<file path="src/rtl/data_memory_pkg.sv">
// Shared state encoding, memory-port widths and address helper for data_memory_bridge.
package data_memory_pkg;

  localparam int MEM_ADDR_WIDTH = 32;
  localparam int MEM_DATA_WIDTH = 32;

  typedef enum logic [1:0] {
    IDLE = 2'd0,
    REQ  = 2'd1,
    WAIT = 2'd2,
    DONE = 2'd3
  } dmb_state_e;

  // Word-to-byte address shift: log2 of the CPU word size in bytes.
  function automatic int byte_shift(input int data_width);
    if (data_width > 16) return 2;
    else if (data_width > 8) return 1;
    else return 0;
  endfunction

endpackage

</file>
<file path="src/rtl/dmb_timeout_counter.sv">
// WAIT-state watchdog for data_memory_bridge; the module exists only when
// DMB_TIMEOUT_EN is defined.
`ifdef DMB_TIMEOUT_EN
module dmb_timeout_counter #(
  parameter int TIMEOUT_CYCLES = 1024
) (
  input  logic clk,
  input  logic reset,
  input  logic clear,
  input  logic run,
  output logic expired
);

  localparam int CNT_WIDTH = $clog2(TIMEOUT_CYCLES + 1);
  localparam logic [CNT_WIDTH-1:0] LIMIT = CNT_WIDTH'(TIMEOUT_CYCLES - 1);

  logic [CNT_WIDTH-1:0] r_count;

  // Saturates at the limit so a stalled bridge never wraps back to zero.
  always_ff @(posedge clk or posedge reset) begin
    if (reset) begin
      r_count <= '0;
    end else if (clear) begin
      r_count <= '0;
    end else if (run && (r_count != LIMIT)) begin
      r_count <= r_count + 1'b1;
    end
  end

  assign expired = (r_count == LIMIT);

endmodule
`endif

</file>
<file path="src/rtl/data_memory_bridge.sv">
// Bridges one-cycle CPU load/store requests onto a level-held 32-bit memory
// request closed by mem_response. Define DMB_TIMEOUT_EN for the WAIT watchdog.
module data_memory_bridge
  import data_memory_pkg::*;
#(
  parameter int DATA_WIDTH     = 32,
  parameter int ADDR_WIDTH     = 8,
  parameter int TIMEOUT_CYCLES = 1024
) (
  input  logic                      clk,
  input  logic                      reset,
  input  logic [ADDR_WIDTH-1:0]     cpu_addr,
  input  logic                      cpu_read_en,
  input  logic                      cpu_write_en,
  input  logic [DATA_WIDTH-1:0]     cpu_write_data,
  input  logic [DATA_WIDTH/8-1:0]   cpu_byte_en,
  output logic [DATA_WIDTH-1:0]     cpu_read_data,
  output logic                      cpu_busy,
  output logic                      cpu_done,
  output logic                      cpu_error,
  output logic [MEM_ADDR_WIDTH-1:0] mem_addr,
  output logic                      mem_read_en,
  output logic                      mem_write_en,
  output logic [MEM_DATA_WIDTH-1:0] mem_write_val,
  output logic [3:0]                mem_byte_en,
  input  logic [MEM_DATA_WIDTH-1:0] mem_read_val,
  input  logic                      mem_response
);

  localparam int BYTE_SHIFT = byte_shift(DATA_WIDTH);

  dmb_state_e                r_state;
  dmb_state_e                w_next_state;
  logic [MEM_ADDR_WIDTH-1:0] r_mem_addr;
  logic [MEM_DATA_WIDTH-1:0] r_mem_write_val;
  logic [3:0]                r_mem_byte_en;
  logic                      r_mem_read_en;
  logic                      r_mem_write_en;
  logic                      r_is_write;
  logic [DATA_WIDTH-1:0]     r_read_data;
  logic                      r_error;
  logic                      w_accept;
  logic                      w_complete;
  logic                      w_timeout;

  // A write beats a simultaneous read; requests outside IDLE are dropped.
  assign w_accept   = (r_state == IDLE) && (cpu_write_en || cpu_read_en);
  assign w_complete = (r_state == WAIT) && mem_response;

`ifdef DMB_TIMEOUT_EN
  logic w_cnt_clear;
  logic w_cnt_run;
  logic w_expired;

  assign w_cnt_clear = (r_state == REQ);
  assign w_cnt_run   = (r_state == WAIT);

  dmb_timeout_counter #(
    .TIMEOUT_CYCLES(TIMEOUT_CYCLES)
  ) u_timeout (
    .clk    (clk),
    .reset  (reset),
    .clear  (w_cnt_clear),
    .run    (w_cnt_run),
    .expired(w_expired)
  );

  // A response on the expiry edge completes normally.
  assign w_timeout = (r_state == WAIT) && w_expired && !mem_response;
`else
  assign w_timeout = 1'b0;
`endif

  // NOTE: the next state defaults to the current state before the case, so no latch is inferred.
  always_comb begin
    w_next_state = r_state;
    case (r_state)
      IDLE:    if (w_accept) w_next_state = REQ;
      REQ:     w_next_state = WAIT;
      WAIT:    if (w_complete || w_timeout) w_next_state = DONE;
      DONE:    w_next_state = IDLE;
      default: w_next_state = IDLE;
    endcase
  end

  // NOTE: state and datapath registers use non-blocking assignments and clear asynchronously.
  always_ff @(posedge clk or posedge reset) begin
    if (reset) begin
      r_state <= IDLE;
    end else begin
      r_state <= w_next_state;
    end
  end

  always_ff @(posedge clk or posedge reset) begin
    if (reset) begin
      r_mem_addr      <= '0;
      r_mem_write_val <= '0;
      r_mem_byte_en   <= '0;
      r_mem_read_en   <= 1'b0;
      r_mem_write_en  <= 1'b0;
      r_is_write      <= 1'b0;
      r_read_data     <= '0;
      r_error         <= 1'b0;
    end else begin
      if (w_accept) begin
        r_is_write <= cpu_write_en;
        r_mem_addr <= MEM_ADDR_WIDTH'(cpu_addr) << BYTE_SHIFT;
        if (cpu_write_en) begin
          r_mem_write_val <= MEM_DATA_WIDTH'(cpu_write_data);
          r_mem_byte_en   <= 4'(cpu_byte_en);
        end else begin
          r_mem_byte_en <= '0;
        end
      end

      if (r_state == REQ) begin
        r_mem_read_en  <= !r_is_write;
        r_mem_write_en <= r_is_write;
      end else if (w_complete || w_timeout) begin
        r_mem_read_en  <= 1'b0;
        r_mem_write_en <= 1'b0;
      end

      if (w_complete && !r_is_write) begin
        r_read_data <= mem_read_val[DATA_WIDTH-1:0];
      end

      r_error <= w_timeout;
    end
  end

  assign cpu_read_data = r_read_data;
  assign cpu_busy      = (r_state != IDLE);
  assign cpu_done      = (r_state == DONE);
  assign cpu_error     = r_error;
  assign mem_addr      = r_mem_addr;
  assign mem_read_en   = r_mem_read_en;
  assign mem_write_en  = r_mem_write_en;
  assign mem_write_val = r_mem_write_val;
  assign mem_byte_en   = r_mem_byte_en;

endmodule

</file>
<file path="config.mk">
export PLATFORM = sky130hd
export DESIGN_NAME = data_memory_bridge
export DESIGN_NICKNAME = d
export VERILOG_FILES = /design/src/rtl/data_memory_pkg.sv /design/src/rtl/dmb_timeout_counter.sv /design/src/rtl/data_memory_bridge.sv
export SDC_FILE = /design/constraint.sdc
export NUM_CORES = 1
export LEC_CHECK = 0
export BUFFER_PORTS_ARGS = -buffer_cell sky130_fd_sc_hd__buf_4
export CAP_MARGIN = 20
export CORE_ASPECT_RATIO = 1.1
export CORE_UTILIZATION = 45
export DETAILED_ROUTE_END_ITERATION = 16
export PLACE_DENSITY = 0.87
export SYNTH_ARGS = -nofsm -noshare
export SYNTH_HDL_FRONTEND = slang
export SYNTH_SLANG_ARGS = --single-unit
</file>
<file path="constraint.sdc">
create_clock -name clk -period 3.3 [get_ports clk]
set_input_delay 0.66 -clock clk [delete_from_list [all_inputs] [get_ports clk]]
set_output_delay 0.66 -clock clk [all_outputs]
set_load 0.01 [all_outputs]
</file>
==> summary.md <==
| Metric | Value |
|---|---|
| Status | `finished, final reports clean` |
| Post-synthesis sequential area ratio | `0.589` |
| IO Pins | `about 190` |
| Die width | `~85 um` |
| Antenna diodes | `0` |
| CTS tree | `done` |
| Fin crit share | `0.633` |
| Drt pass-1 iters | `4` |
| Critical Path Source | `r_state[0]$_DFFE_PP0P_` |
| Global-route wire length before repair | `10,600 um` |
| Die Span Y | `~94 um` |
| Worst VDD drop | `528 uV` |
| Power Density | `969 mW/mm^2` |
| Post-synth EDFFs | `0` |
| Placed Instances | `455` |
| Vias | `about 2,200` |
| Count of final setup violators | `0` |
| Area growth, synth to finish | `39.0%` |
| GR Overflow Total | `0` |
| WL/cell | `14.5 um` |
| Worst-skew pair later-pin latency | `0.33 ns` |
| Min-Delay Path Class | `in -> async` |
| FF-to-FF setup slack | `1.37 ns` |
| Top cell type's share of synthesized area | `0.589` |
| Largest net degree at the start of global routing | `approximately 80` |
| Worst Max-Slew Pin Slew | `slightly above 0.6 ns` |
| Synth area leader | `dfrtp_1` |
| Htree depth | `3` |
| Setup tns final | `0 ns` |
| Fin Clk Skew | `approximately 0.01 ns` |
| Cts hold-fix bufs | `0` |
| Finished Core Util | `0.644` |
| Non-Filler Instances | `469` |
| Reg2reg start | `r_state[0]$_DFFE_PP0P_` |
| Maxcap violations | `0` |
| Startpoint types | `register` |
| Nets | `between 400 and 500` |
| Commonest cells post-synth | `dfrtp_1, mux2_2, mux2_4, buf_4, nand2_1` |
| Hpwl dp | `5000 um` |
| Relative slew slack | `0.593` |
| Vias in the first global route | `roughly 2,300` |
| Fmax | `479 MHz` |
| Initial antenna violation count | `0` |
| FF-to-FF End | `cpu_read_data[5]$_DFFE_PP0P_` |
| Leak | `~2.5 nW` |
| Clock tree root buffer cell | `clkbuf_8` |
| Slew Viols, Final | `0` |
| # Post-CTS Setup Buffers | `0` |
| Number of distinct library cells after synthesis | `21` |
| Worst Setup End Kind | `output port` |
| Antenna-violating nets left | `0` |
| DR vias/cell | `between 4 and 5` |
| DR DRC count | `0` |
| Layout cells sized above 1 | `0.660` |
| RSZ-0062 raised after global routing | `false` |
| Gr usage total | `0.171` |
| Post-synth top flop | `dfrtp_1` |
| Most common cell in the netlist | `dfrtp_1` |
| Routed WL | `just under 7000 um` |
| Post_cts resized | `0` |
| Synth Register Bits | `81` |
| Setup CP Type | `reg -> out` |
| Routability cong. | `0.705` |
| Worst-path clk slew | `0.08 ns` |
| Crit Path Max Fanout | `8` |
| CP Data Required Time | `around 2.6 ns` |
| FF-to-FF path depth | `6` |
| Longest Clk Path Bufs | `2` |
| Post-layout min period | `2.09 ns` |
| Port Buffer Count | `160` |
| Synthesized netlist cell count | `about 220` |
| Final hold violation count | `0` |
| Initial DRC count | `38` |
| Asr flop ratio synth | `1.00` |
| Avg Inst Size Synth | `between 15 and 20 sq um` |
| CTS buffer count | `9` |
| CP Data Arrival Time | `approximately 1.4 ns` |
| Top post-synthesis cells by area | `dfrtp_1, mux2_2, mux2_4` |
| Die area | `roughly 0.0080 sq mm` |
| Area of the mapped netlist | `0.00344 sq mm` |
| Ys Warns | `0` |
| Initial Utilization | `0.463` |
| FP Rows | `33` |
| Clk sink count | `81` |
| Core Footprint | `0.00743 sq mm` |
## worst max-delay path by stage
stage                                        end  cells past startpoint
floorplan           cpu_read_data[0]$_DFFE_PP0P_                      1
finish                                  cpu_busy                      4
global placement    cpu_read_data[5]$_DFFE_PP0P_                      5
global route                            cpu_busy                      4
CTS                                     cpu_busy                      4
detailed placement  cpu_read_data[4]$_DFFE_PP0P_                      5
## cell usage in the layout (no fill, tap or decap)
cell type | synthesis | final
mux2_2 | 42 | 42
buf_4 | 26 | 162
mux2_1 | 1 | 1
clkbuf_8 | 0 | 9
inv_2 | 1 | 1
conb_1 | 1 | 25
clkinv_2 | 0 | 3
buf_12 | 3 | 1
mux2_4 | 30 | 30
or2_2 | 0 | 1
clkbuf_1 | 0 | 1
dfrtp_1 | 81 | 81
ha_1 | 4 | 4
o22a_1 | 1 | 1
o21ai_0 | 1 | 1
bufinv_16 | 0 | 2
o21ai_2 | 1 | 1
mux2i_1 | 1 | 1
o32a_1 | 1 | 1
inv_1 | 4 | 3
a32o_1 | 4 | 4
nand2_1 | 7 | 7
## logic make-up after synthesis
kind of cell               Yosys count  synth area share
AOI/OAI and AO/OA                    8            0.0211
adders and majority gates            4            0.0145
buffers and inverters               40            0.0902
DFF                                 81             0.589
muxes                               74             0.275
other                                1           0.00109
and+or+nand+nor                      8           0.00946
## worst max-delay path: stages (launching register included)
cell     delay (ns)
dfrtp_1        0.42
inv_1          0.10
ha_1           0.36
inv_2          0.07
buf_4          0.15
## state kept, by name (all words and copies together), names as in the netlist
register       cells
cpu_read_data     32
mem_write_val     32
mem_read_en        1
r_is_write         1
mem_addr           8
r_state            2
mem_write_en       1
mem_byte_en        4
## report_power, final
part | leakage (nW) | switching, mW | internal [mW]
registers | 0.966 | 0.282 | 1.51
clock network | 0.102 | 0.322 | 0.416
logic | 1.43 | 0.810 | 1.30
## cell type report
class | count | area, sq um
clock buffers | 10 | 128
clock inverters | 4 | 70.1
fillers | 584 | 2650
repair buffers | 163 | 1240
multi-input cells | 119 | 1190
well taps | 87 | 109
flip-flops and latches | 81 | 2030
inverters | 5 | 20.0
## metrics by stage
step           total power [mW]  instance area (sq um)  hold WS, ns  worst slack, ns
5_1_grt                    4.91                   4780        0.420             1.11
2_1_floorplan              2.98                   3530        0.463            0.560
4_1_cts                    4.69                   4780        0.416             1.19
6_report                   4.63                   4780        0.397             1.21
3_5_place_dp               3.94                   4590        0.485             1.34
3_3_place_gp               3.85                   4590        0.480             1.37
## routing by layer
| metal | routed length [um] | up-vias | track usage |
|---|---|---|---|
| li1 | - | 1015 | - |
| met1 | 2580 | 1098 | 0.193 |
| met2 | 3520 | 111 | 0.298 |
| met3 | 628 | 7 | 0.0677 |
| met4 | 55 | 0 | 0.0500 |
| met5 | 0 | - | 0 |
(Power assumes the default switching activity.)
